**config.mk**
```make
export PLATFORM = sky130hd
export DESIGN_NAME = mem_arbiter
export DESIGN_NICKNAME = d
export VERILOG_FILES = /design/src/rtl/mem_arbiter_pkg.sv /design/src/rtl/mem_arbiter_priority.sv /design/src/rtl/mem_arbiter.sv
export SDC_FILE = /design/constraint.sdc
export NUM_CORES = 1
export LEC_CHECK = 0
export CAP_MARGIN = 25
export CORE_AREA = 3 3 108 110
export DETAILED_ROUTE_END_ITERATION = 6
export DIE_AREA = 0 0 111 113
export DONT_BUFFER_PORTS = 1
export GPL_TIMING_DRIVEN = 0
export PLACE_DENSITY = 0.72
export SETUP_SLACK_MARGIN = 0.4
export SLEW_MARGIN = 20
export SYNTH_ARGS = -nofsm -noshare
export SYNTH_HDL_FRONTEND = slang
export SYNTH_SLANG_ARGS = --single-unit
```
**constraint.sdc**
```tcl
create_clock -name clk -period 1.76 [get_ports clk]
set_input_delay 0.352 -clock clk [delete_from_list [all_inputs] [get_ports clk]]
set_output_delay 0.352 -clock clk [all_outputs]
set_load 0.05 [all_outputs]
```
**src/rtl/mem_arbiter_pkg.sv**
```systemverilog
// Shared types and widths for the unified I/D memory arbiter.
package mem_arbiter_pkg;

  localparam int ADDR_W = 32;
  localparam int DATA_W = 32;
  localparam int BE_W   = 4;

  typedef enum logic [1:0] {
    ARB_IDLE   = 2'd0,
    ARB_BUSY_I = 2'd1,
    ARB_BUSY_D = 2'd2
  } arb_state_e;

  // Streak counter width; a zero burst limit still needs one storage bit.
  function automatic int streak_w(input int max_burst);
    return (max_burst > 0) ? $clog2(max_burst + 1) : 1;
  endfunction

endpackage

```
**src/rtl/mem_arbiter_priority.sv**
```systemverilog
// Winner pick for the shared bus: data first, fetch forced through after a
// run of MAX_D_BURST data grants while a fetch is waiting.
module arb_priority
  import mem_arbiter_pkg::*;
#(
  parameter int MAX_D_BURST = 4
) (
  input  logic clk,
  input  logic rst_n,
  input  logic i_req,
  input  logic d_req,
  input  logic idle,
  input  logic i_flush,
  output logic i_win,
  output logic d_win
);

  localparam int SW = streak_w(MAX_D_BURST);
  localparam logic [SW-1:0] STREAK_MAX = SW'(MAX_D_BURST);

  logic [SW-1:0] d_streak;
  logic          i_ok;
  logic          force_i;

  // Combinational pick; a flushed fetch never competes.
  always_comb begin
    i_ok    = i_req && !i_flush;
    force_i = (MAX_D_BURST != 0) && (d_streak == STREAK_MAX);
    d_win   = idle && d_req && !(i_ok && force_i);
    i_win   = idle && i_ok && (!d_req || force_i);
  end

  // Saturating count of data grants that overtook a pending fetch.
  always_ff @(posedge clk or negedge rst_n) begin
    if (!rst_n) begin
      d_streak <= '0;
    end else if (!i_req || i_win) begin
      d_streak <= '0;
    end else if (d_win && (d_streak != STREAK_MAX)) begin
      d_streak <= d_streak + 1'b1;
    end
  end

endmodule

```
**src/rtl/mem_arbiter.sv**
```systemverilog
// Single-port arbiter sharing one memory bus between fetch (I) and data (D).
// One transaction outstanding; a flushed fetch completes silently.
//
//   state      | meaning
//   -----------+--------------------------------------------------
//   ARB_IDLE   | bus free, winner granted combinationally
//   ARB_BUSY_I | fetch command on m_*, waiting for m_ack
//   ARB_BUSY_D | data command on m_*, waiting for m_ack
module mem_arbiter
  import mem_arbiter_pkg::*;
#(
  parameter int MAX_D_BURST = 4
) (
  input  logic              clk,
  input  logic              rst_n,
  input  logic              i_req,
  input  logic [ADDR_W-1:0] i_addr,
  input  logic              i_flush,
  output logic              i_gnt,
  output logic              i_rvalid,
  output logic [DATA_W-1:0] i_rdata,
  input  logic              d_req,
  input  logic              d_we,
  input  logic [ADDR_W-1:0] d_addr,
  input  logic [DATA_W-1:0] d_wdata,
  input  logic [BE_W-1:0]   d_be,
  output logic              d_gnt,
  output logic              d_rvalid,
  output logic [DATA_W-1:0] d_rdata,
  output logic              m_req,
  output logic              m_we,
  output logic [ADDR_W-1:0] m_addr,
  output logic [DATA_W-1:0] m_wdata,
  output logic [BE_W-1:0]   m_be,
  input  logic              m_ack,
  input  logic [DATA_W-1:0] m_rdata
);

  arb_state_e state, next_state;
  logic       idle;
  logic       i_win, d_win;
  logic       drop;

  assign idle = (state == ARB_IDLE);

  arb_priority #(.MAX_D_BURST(MAX_D_BURST)) u_prio (
    .clk    (clk),
    .rst_n  (rst_n),
    .i_req  (i_req),
    .d_req  (d_req),
    .idle   (idle),
    .i_flush(i_flush),
    .i_win  (i_win),
    .d_win  (d_win)
  );

  // Grants are held low while reset is asserted.
  assign i_gnt = i_win && rst_n;
  assign d_gnt = d_win && rst_n;

  // State register.
  always_ff @(posedge clk or negedge rst_n) begin
    if (!rst_n) state <= ARB_IDLE;
    else        state <= next_state;
  end

  // Next-state: leave IDLE on a grant, return on m_ack.
  always_comb begin
    next_state = state;
    case (state)
      ARB_IDLE: begin
        if (d_win)      next_state = ARB_BUSY_D;
        else if (i_win) next_state = ARB_BUSY_I;
      end
      ARB_BUSY_I, ARB_BUSY_D: begin
        if (m_ack) next_state = ARB_IDLE;
      end
      default: next_state = ARB_IDLE;
    endcase
  end

  // Memory command: captured at grant, held until ack.
  always_ff @(posedge clk or negedge rst_n) begin
    if (!rst_n) begin
      m_req   <= 1'b0;
      m_we    <= 1'b0;
      m_addr  <= '0;
      m_wdata <= '0;
      m_be    <= '0;
    end else if (idle && d_win) begin
      m_req   <= 1'b1;
      m_we    <= d_we;
      m_addr  <= d_addr;
      m_wdata <= d_wdata;
      m_be    <= d_be;
    end else if (idle && i_win) begin
      m_req   <= 1'b1;
      m_we    <= 1'b0;
      m_addr  <= i_addr;
      m_wdata <= '0;
      m_be    <= '1;
    end else if (!idle && m_ack) begin
      m_req   <= 1'b0;
    end
  end

  // Response capture; flush on the ack cycle itself also suppresses i_rvalid.
  always_ff @(posedge clk or negedge rst_n) begin
    if (!rst_n) begin
      i_rvalid <= 1'b0;
      i_rdata  <= '0;
      d_rvalid <= 1'b0;
      d_rdata  <= '0;
    end else begin
      i_rvalid <= 1'b0;
      d_rvalid <= 1'b0;
      if ((state == ARB_BUSY_I) && m_ack && !drop && !i_flush) begin
        i_rvalid <= 1'b1;
        i_rdata  <= m_rdata;
      end
      if ((state == ARB_BUSY_D) && m_ack) begin
        d_rvalid <= 1'b1;
        d_rdata  <= m_we ? '0 : m_rdata;
      end
    end
  end

  // Drop flag: remembers a flush seen while a fetch is in flight.
  always_ff @(posedge clk or negedge rst_n) begin
    if (!rst_n) begin
      drop <= 1'b0;
    end else if (state == ARB_BUSY_I) begin
      if (m_ack)        drop <= 1'b0;
      else if (i_flush) drop <= 1'b1;
    end else begin
      drop <= 1'b0;
    end
  end

endmodule

```
# Yosys cells after proc, flatten, opt, wreduce, memory -nomap -nowiden
# Index checks and enable logic that the tools add are counted.
[word_totals] output_inout_bits=138 ff_bits=142 in_bits=139 word_cells=73
[classes] muxes=23 add_sub_neg=1 eq_ne=7 n_reduce_logical=30
[ops] cell="32-bit 2-to-1 mux" n=5
[ops] cell="1-bit logical AND" n=16
[ops] cell="1-bit 2-to-1 mux" n=10
[ops] cell="4-bit 2-to-1 mux" n=2
[ops] cell="1-bit zero test" n=6
[ops] cell="2-bit 2-to-1 mux" n=3
[ops] cell="3-bit 2-to-1 mux" n=2
[ops] cell="3-bit != test, second input constant" n=2
[ops] cell="2-bit one-hot mux with 2 select lines" n=1
[ops] cell="2-bit nonzero test" n=2
[ops] cell="3-bit by 1-bit adder with 3-bit output, second input constant" n=1
[ops] cell="3-bit equality test, second input constant" n=1
[ops] cell="3-bit by 1-bit != test with 1-bit output, second input constant" n=1
[ops] cell="3-bit nonzero test" n=1
[ops] cell="2-bit by 1-bit equality test with 1-bit output, second input constant" n=1
[ops] cell="2-bit equality test, second input constant" n=1
[ops] cell="2-bit zero test" n=1
[ops] cell="1-bit logical OR" n=2
[ops] cell="2-bit != test, second input constant" n=1
[ops] cell="2-bit AND reduction" n=1
[ops] cell="2-bit OR reduction" n=1

# Logic depth before layout (Yosys ltp)
# Gate-level depths: netlist of run 1.
[logic_depth] ltp_word=8 ltp_mapped=8 ltp_nobuf=6

# Cells and area by module
# A second synthesis of run 1 with hierarchy kept.
[hier_totals] cells_unflattened=487 hier_area_um2=6039.5
[by_module_without_submodules] module="mem_arbiter" area_each_um2=5823.1 cells_each=462 seq_area_each_um2=3478.3 instances=1
[by_module_without_submodules] module="arb_priority" area_each_um2=216.5 cells_each=25 seq_area_each_um2=75.1 instances=1

# Worst setup path before layout of run 1
# OpenSTA, ideal clock, no wires.
[synth_timing] kind="register -> output" start="reg state[0]" end="out d_gnt" n_path_buf=0 slack_ps=-335 t_required_ps=1408 t_arrival_ps=1743 stages_incl_launch_ff=6 path_cell_list="dfrtp_1 inv_1 ha_1 nand2_1 a31o_2 nor2_1"
[synth_between] elab_chain_len=4
[synth_rtl] item="start: declaration" line="mem_arbiter.sv:39" text="arb_state_e state, next_state;"
[synth_rtl] item="start signal: assignment" line="mem_arbiter.sv:64" text="else state <= next_state;"
[synth_rtl] item="2-bit zero test" line="mem_arbiter.sv:44" text="assign idle = (state == ARB_IDLE);"
[synth_rtl] item="1-bit logical AND (2 in series)" line="mem_arbiter_priority.sv:29" text="d_win = idle && d_req && !(i_ok && force_i);"
[synth_rtl] item="1-bit logical AND" line="mem_arbiter.sv:59" text="assign d_gnt = d_win && rst_n;"
[synth_rtl] item="end: declaration" line="mem_arbiter.sv:27" text="output logic d_gnt,"
# No other way between the ends.

# Final worst setup path of run 1
# Same ends and word-level chain as after synthesis.

==> run summary, run 1 <==
=================================================================================
Vias per Instance                                                            5.93
Endpoint of the worst-slack reg-to-reg timing path                   m_addr[10]$_DFFE_PN0P_
Met2 Usage GRT                                                              50.5%
Antenna violations before repair                                                0
Power after layout                                                        19.4 mW
Max-slew violation count                                                        0
Source-to-sink clock delay at the later pin of the worst-skew pair        0.51 ns
Initial standard-cell utilization of the core                               54.2%
DR WL/cell                                                                25.7 µm
Die Outline Area                                                        12500 µm²
Worst Hold Margin                                                       -0.470 ns
Die extent in y                                                            113 µm
Total global routing track utilization                                      28.8%
Deepest clock path buffer count                                                 2
Filler-free cell count of the finished design                                 808
Register-to-Register Path Depth                                                10
Static leakage                                                            3.86 nW
Wire length of the first global-routing pass                             28200 µm
Startpoint class of the critical path                                        flop
RSZ-0062 raised after global routing                                          yes
Number of buffers created by CTS                                               17
Final setup violating endpoints                                                97
Routed wire length                                                       20800 µm
Clock Skews                                                             0.0110 ns
Boundary pin count                                                            277
CP endpoint kind                                                       output pin
Path class of the lowest-slack min-delay path                        input port to asynchronous set/reset pin
FF+latch count, synth                                                         142
# port buffers                                                                  0
Portion of the post-synthesis area used by sequential elements              60.7%
Post-route cell area                                                     9310 µm²
Residual DRC count                                                              0
Overall die width                                                          111 µm
Summed negative setup slack over all endpoints                          -18.53 ns
Area of the mapped netlist                                               5850 µm²
Clock transition at the registers of the reported paths                   0.06 ns
Final worst path period share                                                124%
Final Critical Period                                                     2.18 ns
Critical path start-end classification                               flop to output pin
Antenna-violating nets left                                                     0
Power per standard cell area                                          2080 nW/µm²
Number of inserted diodes                                                       0
Placed wire-length estimate                                              10600 µm
Highest ir drop seen on vdd                                               1470 µV
Total number of nets in the final design                                      800
Gate count of the mapped netlist                                              480
Violations in the final reports                                      hold timing, setup timing
Post-detailed-placement cell area                                        6160 µm²
Met1 Usage GRT                                                              33.1%
Hold violation count in the final report                                      142
Worst path arrival time                                                   1.83 ns
CTS tree                                                                    built
Slew HR                                                                     65.2%
Clock network fraction of total power                                       17.4%
Worst reg2reg startpoint                                             state[1]$_DFFE_PN0P_
Count of standard-cell rows                                                    38
Net count after synthesis                                                     625
Area Overhead vs Synth                                                      59.0%
Synth unique cells                                                             34
Met3 Track Usage GR                                                         9.57%
Clock tree sinks                                                              142
Reg2Reg Setup Slack                                                      -0.30 ns
Largest net degree at the start of global routing                             144
MaxCap Viol Count                                                               0
Pre-antenna DRT Iters                                                           5
Gr busiest metal                                                             met2
Core ar.                                                                10800 µm²
Mean instance size in the synthesized netlist                            12.2 µm²
Warnings, synthesis                                                             0
Fin util                                                                    86.2%
Achievable clock frequency                                              0.458 GHz
Sequential share of power                                                   56.2%
Status                                                               finished, violations left
Final GP Congestion                                                         0.808
Comb power frac                                                             26.4%
Internal power summed over all cells                                      9.50 mW
Transition time at the pin with the least slew margin                    0.523 ns
CTS HTree Levels                                                                4
Root buf cell                                                            clkbuf_8
Switching Fraction                                                          50.9%
Minimum setup slack in the final design                                 -0.422 ns
Worst Path Max Fanout                                                           5
Power spent charging and discharging nets                                 9.86 mW
Number of DRC markers in iteration 0                                          308
Routed via count                                                             4794
Fraction of final layout cells with drive strength greater than 1           56.0%
Placement Setup Slack                                                   -0.112 ns
Cell total after placement                                                    620
Final global-route overflow total                                               0
Required time worst endpoint                                              1.41 ns
Vias in the first global route                                               5008
=================================================================================
## how the worst max path moves through the flow
stage,endpoint,cells past startpoint,slack (ns),from
2_1_floorplan,m_addr[16]$_DFFE_PN0P_,7,0.12,state[1]$_DFFE_PN0P_
3_5_place_dp,m_addr[23]$_DFFE_PN0P_,7,-0.11,state[0]$_DFFE_PN0P_
4_1_cts,i_gnt,5,-0.35,u_prio.d_streak[0]$_DFFE_PN0P_
5_1_grt,d_gnt,5,-0.48,state[1]$_DFFE_PN0P_
3_3_place_gp,m_addr[26]$_DFFE_PN0P_,7,-0.03,state[1]$_DFFE_PN0P_
6_report,d_gnt,5,-0.42,state[0]$_DFFE_PN0P_
## Yosys cell counts, drive strengths merged
cell | count | share of area (%)
dfrtp | 142 | 61
nand2 | 68 | 4.4
o21ai | 66 | 6.2
a22o | 33 | 4.9
mux2i | 33 | 5.6
mux2 | 32 | 6.2
nand2b | 32 | 3.4
buf | 18 | 2.2
clkbuf | 12 | 0.79
inv | 8 | 0.51
nor2 | 8 | 0.77
ha | 6 | 1.3
a21oi | 4 | 0.34
o22a | 4 | 0.60
nor2b | 2 | 0.26
a21boi | 1 | 0.19
a31o | 1 | 0.15
a31oi | 1 | 0.36
and3 | 1 | 0.11
nand3b | 1 | 0.13
nand4b | 1 | 0.15
nor3b | 1 | 0.13
o22ai | 1 | 0.11
o31a | 1 | 0.15
o31ai | 1 | 0.13
or2 | 1 | 0.11
xnor2 | 1 | 0.15
## power groups by stage
| stage | sequential, mW | combinational (mW) | clock [mW] |
|---|---|---|---|
| after floorplan | 9.95 | 2.44 | 0 |
| after global placement | 10.3 | 2.81 | 0 |
| after detailed placement | 10.4 | 2.99 | 0 |
| after CTS | 10.4 | 4.09 | 3.34 |
| after global routing | 11.0 | 5.47 | 3.53 |
| final | 10.9 | 5.12 | 3.36 |
## per-layer routing
| layer | wire, µm | part of all wire [%] |
|---|---|---|
| met4 | 753 | 3.6 |
| met2 | 11100 | 54 |
| met3 | 1600 | 7.7 |
| met5 | 0 | 0 |
| met1 | 7310 | 35 |
## worst max-delay path, cell delays in order (launching register included)
cell     delay (ns)
dfrtp_1        0.40
inv_2          0.10
ha_4           0.17
nand2_4        0.08
a31o_4         0.25
nor2_4         0.32
## layout make-up
| type | instances | area, µm² |
|---|---|---|
| buffer | 30 | 375 |
| clock buffer | 20 | 435 |
| clock inverter | 12 | 113 |
| fill | 451 | 1490 |
| inverter | 8 | 30.0 |
| multi-input combinational | 300 | 2670 |
| sequential | 142 | 3730 |
| tap | 140 | 175 |
| timing repair buffer | 156 | 1790 |
## logic make-up after synthesis
kind of cell,after synthesis,synth area share (%)
flops,142,60.7
mux,65,11.8
xor+xnor,1,0.150
buf+inv,38,3.46
fa+ha+maj,6,1.28
simple gates,115,9.43
compound gates,113,13.2
## sequential cells by signal, summed over array words and instances, names as in the netlist, 2 cells and up
signal	count
m_addr	32
i_rdata	32
u_prio.d_streak	3
m_be	4
m_wdata	32
state	2
d_rdata	32
## repair_timing
action	in CTS	in global routing
gates cloned	16	0
gates resized for setup	118	237
hold buffers	102	1
setup buffers	26	11
endpoints found under the setup margin	278	279
pin swaps	12	19
hold endpoints to repair	275	145
## placed cells by master, fill, tap and decap left out, types with 7 or more instances in the layout
cell type | synthesis | final
mux2_2 | 32 | 9
buf_12 | 0 | 15
a22o_1 | 33 | 33
dfrtp_2 | 0 | 135
buf_8 | 3 | 8
buf_16 | 0 | 7
buf_6 | 1 | 22
mux2i_1 | 33 | 21
mux2_4 | 0 | 23
mux2i_4 | 0 | 9
nand2b_1 | 32 | 32
nand2_2 | 0 | 17
o21ai_1 | 26 | 36
o21ai_2 | 9 | 27
buf_4 | 0 | 16
nand2_1 | 68 | 35
nand2_4 | 0 | 16
clkbuf_16 | 0 | 20
dlygate4sd3_1 | 0 | 103
(Power assumes the default switching activity.)
==> run 2: changes to the inputs <==
--- a/config.mk
+++ b/config.mk
@@ -6,9 +6,9 @@
 export NUM_CORES = 1
 export LEC_CHECK = 0
 export CAP_MARGIN = 25
-export CORE_AREA = 3 3 108 110
+export CORE_AREA = 2 2 107 109
 export DETAILED_ROUTE_END_ITERATION = 6
-export DIE_AREA = 0 0 111 113
+export DIE_AREA = 0 0 109 111
 export DONT_BUFFER_PORTS = 1
 export GPL_TIMING_DRIVEN = 0
 export PLACE_DENSITY = 0.72
==> run 2 against run 1 <==
  * Count of clock-buffer cells in the layout up 5
  * Sequential power about the same
  * Register-to-register slack better by 0.03 ns
  * Global-route usage down 0.94 points
  * Via count down 13%
  * Critical endpoint is now i_gnt
  * Clock skew down 0.0048 ns
  * Combinational power down 3%
  * The flow still finishes with violations (hold timing, setup timing)
  * Cell count down 12%
  * Routed wire length down 17%
  * Non-clock buffer count down 101
  * Maximum frequency up 6.5%
  * Core utilization down 10 points
==> run summary, run 2 (same netlist as run 1, synthesis figures left out) <==
=================================================================================
Routed wire length                                                       17200 µm   -17%
Count of standard-cell rows                                                    39   +2.6%
RSZ-0062 raised after global routing                                          yes
Boundary pin count                                                            277   unchanged
Worst path arrival time                                                   1.70 ns   -0.13 ns
Die extent in y                                                            111 µm   -1.8%
Number of inserted diodes                                                       0   unchanged
Clock Skews                                                            0.00618 ns   -0.00481 ns
Transition time at the pin with the least slew margin                    0.545 ns   +0.0226 ns
Most frequent cells in the layout                                    dfrtp_2, o21ai_2, nand2_1, a22o_1
Initial standard-cell utilization of the core                               52.9%   -1.4 points
Internal power summed over all cells                                      9.71 mW   +2.2%
Required time worst endpoint                                              1.41 ns   about the same
Antenna violations before repair                                                0   unchanged
Placement Setup Slack                                                   -0.111 ns   +0.000314 ns
MaxCap Viol Count                                                               0   unchanged
Post-CTS Hold Buffers                                                           1   -99%
Summed negative setup slack over all endpoints                          -12.47 ns   +6.05 ns
Final-layout fill cell count                                                  636   +41%
Die Outline Area                                                        12100 µm²   -3.5%
Vias in the first global route                                               4563   -8.9%
Violations in the final reports                                      hold timing, setup timing
Max-slew violation count                                                        0   unchanged
Filler-free cell count of the finished design                                 710   -12%
Total global routing track utilization                                      27.9%   -0.94 points
Placed wire-length estimate                                              10200 µm   -3.6%
Worst Path Max Fanout                                                           3   -2
Residual DRC count                                                              0   unchanged
Final worst path period share                                                116%   -7.6 points
Post-route cell area                                                     8450 µm²   -9.2%
Area Overhead vs Synth                                                      44.3%
Achievable clock frequency                                              0.488 GHz   +6.5%
Routed via count                                                             4169   -13%
CP endpoint kind                                                       output pin
Clock tree sinks                                                              142   unchanged
Clock network fraction of total power                                       17.9%   +0.5 points
Final global-route overflow total                                               0   unchanged
Power spent charging and discharging nets                                 9.50 mW   -3.7%
Minimum setup slack in the final design                                 -0.288 ns   +0.133 ns
Sequential share of power                                                   56.2%   about the same
Antenna-violating nets left                                                     0   unchanged
Largest net degree at the start of global routing                             144   unchanged
Most common cell after layout, fill and taps aside                        dfrtp_2
CTS HTree Levels                                                                4   unchanged
Comb power frac                                                             25.9%   -0.5 points
Total number of nets in the final design                                      700   -13%
Static leakage                                                            3.49 nW   -9.5%
Status                                                               finished, violations left
Startpoint class of the critical path                                        flop
Clock transition at the registers of the reported paths                   0.05 ns   about the same
Critical path start-end classification                               flop to output pin
CTS tree                                                                    built
Number of DRC markers in iteration 0                                          230   -25%
Cell total after placement                                                    623   +0.48%
Highest ir drop seen on vdd                                               1340 µV   -9.0%
Worst Hold Margin                                                       -0.370 ns   +0.0998 ns
Pre-antenna DRT Iters                                                           5   unchanged
Final setup violating endpoints                                                86   -11%
Power per standard cell area                                          2270 nW/µm²   +9.3%
Switching Fraction                                                          49.4%   -1.5 points
Root buf cell                                                           clkbuf_16
Vias per Instance                                                            5.87   -1.0%
Path class of the lowest-slack min-delay path                        input port to asynchronous set/reset pin
Overall die width                                                          109 µm   -1.8%
Fraction of final layout cells with drive strength greater than 1           67.7%   +12 points
Hold violation count in the final report                                      142   unchanged
Number of buffers created by CTS                                               17   unchanged
Core ar.                                                                11100 µm²   +2.6%
Final GP Congestion                                                         0.852   +5.4%
Source-to-sink clock delay at the later pin of the worst-skew pair        0.42 ns   -0.09 ns
DR WL/cell                                                                24.2 µm   -6.1%
Register-to-Register Path Depth                                                10   unchanged
Final Critical Period                                                     2.05 ns   -0.133 ns
Slew HR                                                                     63.6%   -1.6 points
Wire length of the first global-routing pass                             25200 µm   -11%
# port buffers                                                                  0   unchanged
Post-detailed-placement cell area                                        6160 µm²   about the same
Deepest clock path buffer count                                                 2   unchanged
=================================================================================
==> run 2: cell count changes in the layout (fill, tap and decap cells not counted), moves of 4 or more <==
cell           change
nand2_2            -4
dlygate4sd3_1    -102
mux2_4             +9
nor2_4             +4
o21ai_1            -9
mux2_2             -9
o21ai_2           +10
==> run 2: layout make-up <==
| type | count | area (µm²) | area share [%] |
|---|---|---|---|
| sequential | 142 | 3730 | 44.1 |
| multi-input combinational | 301 | 2830 | 33.5 |
| timing repair buffer | 55 | 749 | 8.87 |
| clock buffer | 25 | 475 | 5.63 |
| buffer | 30 | 377 | 4.46 |
| tap | 143 | 179 | 2.12 |
| clock inverter | 6 | 85.1 | 1.01 |
| inverter | 8 | 30.0 | 0.355 |
==> run 2: critical path, stage by stage, from the launching register on <==
cell and delay (ns):
dfrtp_1 0.39, inv_2 0.08, ha_4 0.16, a21boi_4 0.06, nand3b_1 0.25, nor2_4 0.34
==> run 2: what timing repair did <==
action | CTS | global route
resized for setup | 262 | 123
setup buffers | 33 | 8
pin swaps | 11 | 29
setup endpoints to repair | 278 | 145
cloned | 14 | 0
endpoints found under the hold margin | 143 | 142
==> run 2: final timing paths <==
kind / start / endpoint / slack [ns]
max: u_prio.d_streak[1]$_DFFE_PN0P_ / i_gnt / -0.29
min: rst_n / m_addr[15]$_DFFE_PN0P_ / -0.37
max reg2reg: state[1]$_DFFE_PN0P_ / m_addr[4]$_DFFE_PN0P_ / -0.27
min reg2reg: d_rdata[22]$_DFFE_PN0P_ / d_rdata[22]$_DFFE_PN0P_ / 0.68
max in group asynchronous: rst_n / m_we$_DFFE_PN0P_ / 1.84
min in group clk: d_addr[27] / m_addr[27]$_DFFE_PN0P_ / 0.05
==> run 2: per-layer routing <==
layer / track usage, % / routed length (µm) / vias to the layer above
met5: 0 / 0 / -
met4: 12.6 / 431 / 0
met3: 9.41 / 1210 / 39
met2: 46.5 / 9130 / 193
met1: 32.0 / 6400 / 2112
li1: - / - / 1825
==> run 2: power groups by stage <==
stage	Sequential, mW	Combinational, mW	Clock, mW
after detailed placement	10.4	2.99	0
after global routing	10.9	5.35	3.64
after CTS	10.6	4.11	3.47
final	10.8	4.97	3.44
after floorplan	9.95	2.44	0
after global placement	10.3	2.84	0
==> run 2: metrics by stage <==
| stage | power, mW | util [%] |
|---|---|---|
| after floorplan | 12.4 | - |
| after global placement | 13.2 | 55.6 |
| after detailed placement | 13.3 | 55.6 |
| after CTS | 18.2 | 71.5 |
| after global routing | 19.9 | 76.3 |
| final | 19.2 | 76.3 |
